`config.mk`:
```
export PLATFORM = sky130hd
export DESIGN_NAME = seg_decode_monitor
export DESIGN_NICKNAME = d
export VERILOG_FILES = /design/src/rtl/seg_decode_monitor_pkg.sv /design/src/rtl/seg7_to_digit.sv /design/src/rtl/seg_decode_monitor.sv
export SDC_FILE = /design/constraint.sdc
export NUM_CORES = 1
export LEC_CHECK = 0
export CAP_MARGIN = 40
export CORE_MARGIN = 2
export CORE_UTILIZATION = 55
export CTS_CLUSTER_DIAMETER = 30
export DETAILED_ROUTE_END_ITERATION = 10
export PLACE_DENSITY_LB_ADDON = 0.05
export SLEW_MARGIN = 15
export SYNTH_ARGS = -nofsm -noshare
export SYNTH_HDL_FRONTEND = slang
export SYNTH_SLANG_ARGS = --single-unit
```
`constraint.sdc`:
```
create_clock -name clk -period 5.3 [get_ports clk]
set_clock_uncertainty 0.2 [all_clocks]
set_input_delay 0.795 -clock clk [delete_from_list [all_inputs] [get_ports clk]]
set_output_delay 0.795 -clock clk [all_outputs]
set_load 0.02 [all_outputs]
```
`src/rtl/seg_decode_monitor_pkg.sv`:
```
// Shared constants for the 7-segment receive monitor: active-low segment
// codes (bit6..bit0 = g..a), the illegal-digit marker and the FSM encoding.
package seg_decode_monitor_pkg;

  localparam logic [6:0] SEG_0 = 7'b1000000;
  localparam logic [6:0] SEG_1 = 7'b1111001;
  localparam logic [6:0] SEG_2 = 7'b0100100;
  localparam logic [6:0] SEG_3 = 7'b0110000;
  localparam logic [6:0] SEG_4 = 7'b0011001;
  localparam logic [6:0] SEG_5 = 7'b0010010;
  localparam logic [6:0] SEG_6 = 7'b0000010;
  localparam logic [6:0] SEG_7 = 7'b1111000;
  localparam logic [6:0] SEG_8 = 7'b0000000;
  localparam logic [6:0] SEG_9 = 7'b0010000;

  localparam logic [3:0] DIGIT_ILLEGAL = 4'hF;

  typedef enum logic [1:0] {
    SEEK   = 2'd0,
    TRACK  = 2'd1,
    LOCKED = 2'd2
  } state_t;

endpackage

```
`src/rtl/seg7_to_digit.sv`:
```
// Combinational inverse of the HEX digit encoder. Codes that are not one of
// the ten digits, or that decode above DIGIT_MAX, are reported as illegal.
module seg7_to_digit #(
  parameter int DIGIT_MAX = 9
) (
  input  logic [6:0] seg_in,
  output logic       legal,
  output logic [3:0] digit
);
  import seg_decode_monitor_pkg::*;

  localparam logic [3:0] DMAX = 4'(DIGIT_MAX);

  logic [3:0] raw;

  always_comb begin
    case (seg_in)
      SEG_0:   raw = 4'd0;
      SEG_1:   raw = 4'd1;
      SEG_2:   raw = 4'd2;
      SEG_3:   raw = 4'd3;
      SEG_4:   raw = 4'd4;
      SEG_5:   raw = 4'd5;
      SEG_6:   raw = 4'd6;
      SEG_7:   raw = 4'd7;
      SEG_8:   raw = 4'd8;
      SEG_9:   raw = 4'd9;
      default: raw = DIGIT_ILLEGAL;
    endcase
    legal = (raw != DIGIT_ILLEGAL) && (raw <= DMAX);
    digit = legal ? raw : DIGIT_ILLEGAL;
  end

endmodule

```
`src/rtl/seg_decode_monitor.sv`:
```
// Decodes active-low 7-segment samples back to digits and checks that they
// follow an up/down wrapping count, flagging illegal codes and sequence breaks.
module seg_decode_monitor #(
  parameter int DIGIT_MAX = 9,
  parameter int ERR_CNT_W = 8
) (
  input  logic                 clk,
  input  logic                 reset,
  input  logic [6:0]           seg_in,
  input  logic                 seg_valid,
  input  logic                 dir,
  output logic [3:0]           digit_out,
  output logic                 digit_valid,
  output logic                 code_err,
  output logic                 seq_err,
  output logic                 locked,
  output logic [ERR_CNT_W-1:0] err_count
);
  import seg_decode_monitor_pkg::*;

  localparam logic [3:0]           DMAX    = 4'(DIGIT_MAX);
  localparam logic [ERR_CNT_W-1:0] CNT_MAX = '1;

  state_t               state_reg, state_next;
  logic [3:0]           prev_reg, prev_next;
  logic [3:0]           digit_reg, digit_next;
  logic                 dv_reg, dv_next;
  logic                 ce_reg, ce_next;
  logic                 se_reg, se_next;
  logic [ERR_CNT_W-1:0] cnt_reg, cnt_next;

  logic       legal;
  logic [3:0] digit;
  logic [3:0] expected;

  seg7_to_digit #(.DIGIT_MAX(DIGIT_MAX)) u_dec (
    .seg_in (seg_in),
    .legal  (legal),
    .digit  (digit)
  );

  always_comb begin
    if (dir) expected = (prev_reg == 4'd0) ? DMAX : prev_reg - 4'd1;
    else     expected = (prev_reg == DMAX) ? 4'd0 : prev_reg + 4'd1;
  end

  always_ff @(posedge clk) begin
    if (reset) begin
      state_reg <= SEEK;
      prev_reg  <= 4'd0;
      digit_reg <= 4'd0;
      dv_reg    <= 1'b0;
      ce_reg    <= 1'b0;
      se_reg    <= 1'b0;
      cnt_reg   <= '0;
    end else begin
      state_reg <= state_next;
      prev_reg  <= prev_next;
      digit_reg <= digit_next;
      dv_reg    <= dv_next;
      ce_reg    <= ce_next;
      se_reg    <= se_next;
      cnt_reg   <= cnt_next;
    end
  end

  always_comb begin
    state_next = state_reg;
    prev_next  = prev_reg;
    digit_next = digit_reg;
    dv_next    = 1'b0;
    ce_next    = 1'b0;
    se_next    = 1'b0;
    if (seg_valid) begin
      if (!legal) begin
        state_next = SEEK;
        ce_next    = 1'b1;
      end else begin
        dv_next    = 1'b1;
        digit_next = digit;
        // A repeat of prev is the display holding still; it never moves state.
        case (state_reg)
          SEEK: begin
            state_next = TRACK;
            prev_next  = digit;
          end
          TRACK: begin
            if (digit == expected) begin
              state_next = LOCKED;
              prev_next  = digit;
            end else if (digit != prev_reg) begin
              prev_next  = digit;
            end
          end
          LOCKED: begin
            if (digit == expected) begin
              prev_next  = digit;
            end else if (digit != prev_reg) begin
              state_next = TRACK;
              prev_next  = digit;
              se_next    = 1'b1;
            end
          end
          default: begin
            state_next = SEEK;
          end
        endcase
      end
    end
    cnt_next = cnt_reg;
    if ((ce_next || se_next) && (cnt_reg != CNT_MAX)) cnt_next = cnt_reg + 1'b1;
  end

  assign digit_out   = digit_reg;
  assign digit_valid = dv_reg;
  assign code_err    = ce_reg;
  assign seq_err     = se_reg;
  assign locked      = (state_reg == LOCKED);
  assign err_count   = cnt_reg;

endmodule

```
==> summary.md <==
| Metric | Value |
|---|---|
| Final Instance Count excl. Fillers | `253` |
| Post-Synthesis Cells | `205` |
| P per Cell Area | `164 mW/mm²` |
| Number of hold violations in the final report | `0` |
| Placer Congestion | `0.879` |
| Routed vias | `1,609` |
| Buffers on Ports | `26` |
| Sequential-to-total area share from yosys stat | `25.5%` |
| Top_reg_cell synth | `dfxtp_1` |
| Hold Buf Count CTS | `0` |
| Post-synth ARST share | `0%` |
| Post-CTS Setup Repair Bufs | `0` |
| Setup TNS | `0 ps` |
| Worst Path Arrival | `4260 ps` |
| Unrepaired setup endpoints after global routing | `false` |
| Layout Utilization | `68.1%` |
| Hold/Removal Path Class | `reg2reg` |
| Clk Latency, worst-skew pair | `310 ps` |
| Highest clock rate | `236 MHz` |
| Period minus WS final | `4240 ps` |
| First-pass GRT wire length | `6790 µm` |
| CTS tree | `done` |
| VDD IR-drop max | `0.127 mV` |
| Most frequent cell after synthesis | `nor2_1` |
| Worst slew pin tran | `780 ps` |
| Max-Cap Viols | `0` |
| Yosys Warn Count | `0` |
| Io pins | `27` |
| Final period util | `80.0%` |
| EDFF count, synth | `0` |
| Outcome | `complete, but fails checks` |
| HPWL after detailed placement | `2930 µm` |
| Post_cts resized | `0` |
| Largest net degree at the start of global routing | `21` |
| Crit path kind | `in2reg` |
| Syn Area/Cell | `8.04 µm²` |
| # setup viols final | `0` |
| GR Util All Layers | `25.0%` |
| Max-slew violation count | `0` |
| Routed vias/inst | `6.36` |
| Setup crit end kind | `flop` |
| Worst rel slew slack | `47.8%` |
| Largest area contributor in the netlist | `dfxtp_1` |
| Area of the die | `0.00345 mm²` |
| Core Box Area | `0.00281 mm²` |
| Syn_nets | `225` |
| DRT iter0 DRCs | `116` |
| Clock sinks | `21` |
| Routed wire per std cell | `15.4 µm` |
| Nature of the critical path startpoint | `primary input` |
| Post-route DRC | `3` |
| Total Routed Length | `3890 µm` |
| Layout area overhead | `15.9%` |
| Failing checks | `DRC` |
| Htree depth | `1` |
| Root cell of the clock tree | `clkbuf_4` |
| Clock Path Buffers | `2` |
| Grt ovf | `0` |
| Die W | `58.7 µm` |
| Initial core utilization | `58.7%` |
| Number of global-route vias before repair | `1,488` |
| Leakage | `0.627 nW` |
| Initial antenna violation count | `0` |
| Max FFs per register | `8` |
| Synth Register Bits | `21` |
| Mapped Area | `0.00165 mm²` |
| Vert. Die Dim | `58.7 µm` |
| Min Hold Slack | `292 ps` |
| Final Net Count | `243` |
| Worst Path Required | `5330 ps` |
| Antenna-violating nets left | `0` |
| First drt pass iteration count | `7` |
| Clk pin slew, worst setup/hold paths | `140 ps` |
| Inserted Clock Buffers | `3` |
| Antenna Diode Count | `0` |
| Layout cells sized above 1 | `7.21%` |
| Cell Rows | `19` |
| Cells after DPL | `249` |
| Synth area leaders | `dfxtp_1, ha_1, nor2_1, a21oi_1, nand3_1` |
| Yosys cell types | `57` |
| Top post-synthesis cells by count | `nor2_1, dfxtp_1, a21oi_1` |
| CP max FO | `16` |
| Post-synth top area share | `25.5%` |
## placed cells by master (no fill, tap or decap), types with 3 or more instances in the layout
cell | synthesis | final
a211oi_1 | 4 | 4
a21oi_1 | 14 | 14
a31oi_1 | 3 | 3
and3_1 | 3 | 3
clkbuf_4 | 0 | 3
clkdlybuf4s50_1 | 0 | 26
dfxtp_1 | 21 | 21
ha_1 | 9 | 9
inv_1 | 9 | 9
nand2_1 | 8 | 8
nand3_1 | 11 | 11
nand3b_1 | 3 | 3
nor2_1 | 22 | 22
nor2b_1 | 3 | 3
nor3_1 | 8 | 8
nor4_1 | 3 | 3
o21ai_0 | 8 | 8
o22ai_1 | 3 | 3
o31ai_1 | 5 | 5
or3_1 | 4 | 4
or4_1 | 4 | 4
xnor2_1 | 4 | 4
## path summary, 6_finish.rpt
path                     start      endpoint  slack [ps]  cells past startpoint
setup / recovery     seg_in[5]  err_count[4]        1060                     10
hold / removal    digit_out[1]  digit_out[1]         290                      2
setup reg to reg   prev_reg[0]  err_count[6]        2030                     11
hold reg to reg   digit_out[1]  digit_out[1]         290                      2
## where the power goes
| group | total, mW | internal [mW] | switching [mW] |
|---|---|---|---|
| sequential | 0.168 | 0.162 | 0.00609 |
| clock | 0.0800 | 0.0282 | 0.0518 |
| combinational | 0.0662 | 0.0293 | 0.0369 |
| total | 0.314 | 0.219 | 0.0949 |
## kinds of logic after synthesis
kind of cell / synth area share (%)
XOR/XNOR: 2.66
AO/OA/AOI/OAI: 27.5
buffers and inverters: 5.92
AND/OR/NAND/NOR: 29.0
multiplexers: 2.58
flip-flops: 25.5
adder cells (fa/ha/maj): 6.83
## stage by stage
| step | instance area [µm²] | setup slack (ps) | power, mW |
|---|---|---|---|
| 2_1_floorplan | 1650 | 1800 | 0.215 |
| 3_3_place_gp | 1880 | 962 | 0.234 |
| 3_5_place_dp | 1880 | 771 | 0.236 |
| 4_1_cts | 1910 | 1120 | 0.315 |
| 5_1_grt | 1910 | 801 | 0.330 |
| 6_report | 1910 | 1060 | 0.314 |
## final cells by class
cell class | count | area (µm²)
clock buffer | 3 | 22.5
clock inverter | 1 | 5.00
fill | 249 | 895
inverter | 9 | 33.8
multi-input combinational | 162 | 1130
sequential | 21 | 420
tap | 31 | 38.8
timing repair buffer | 26 | 260
## critical path, cell delays in order
cell	delay, ps
clkdlybuf4s50_1	580
and4b_1	330
a32o_1	270
nor2_1	580
nand2_1	400
o2bb2ai_1	290
nand2_4	120
a41oi_4	230
or4_1	530
a21oi_1	140
## routing by layer
layer / track usage [%] / part of all wire (%) / vias up
met1: 35.7 / 47 / 747
met2: 38.3 / 45 / 59
met3: 4.62 / 6.5 / 4
met5: 0 / 0 / -
li1: - / - / 799
met4: 7.14 / 1.0 / 0
No activity file was read; power rests on OpenSTA's default activity.
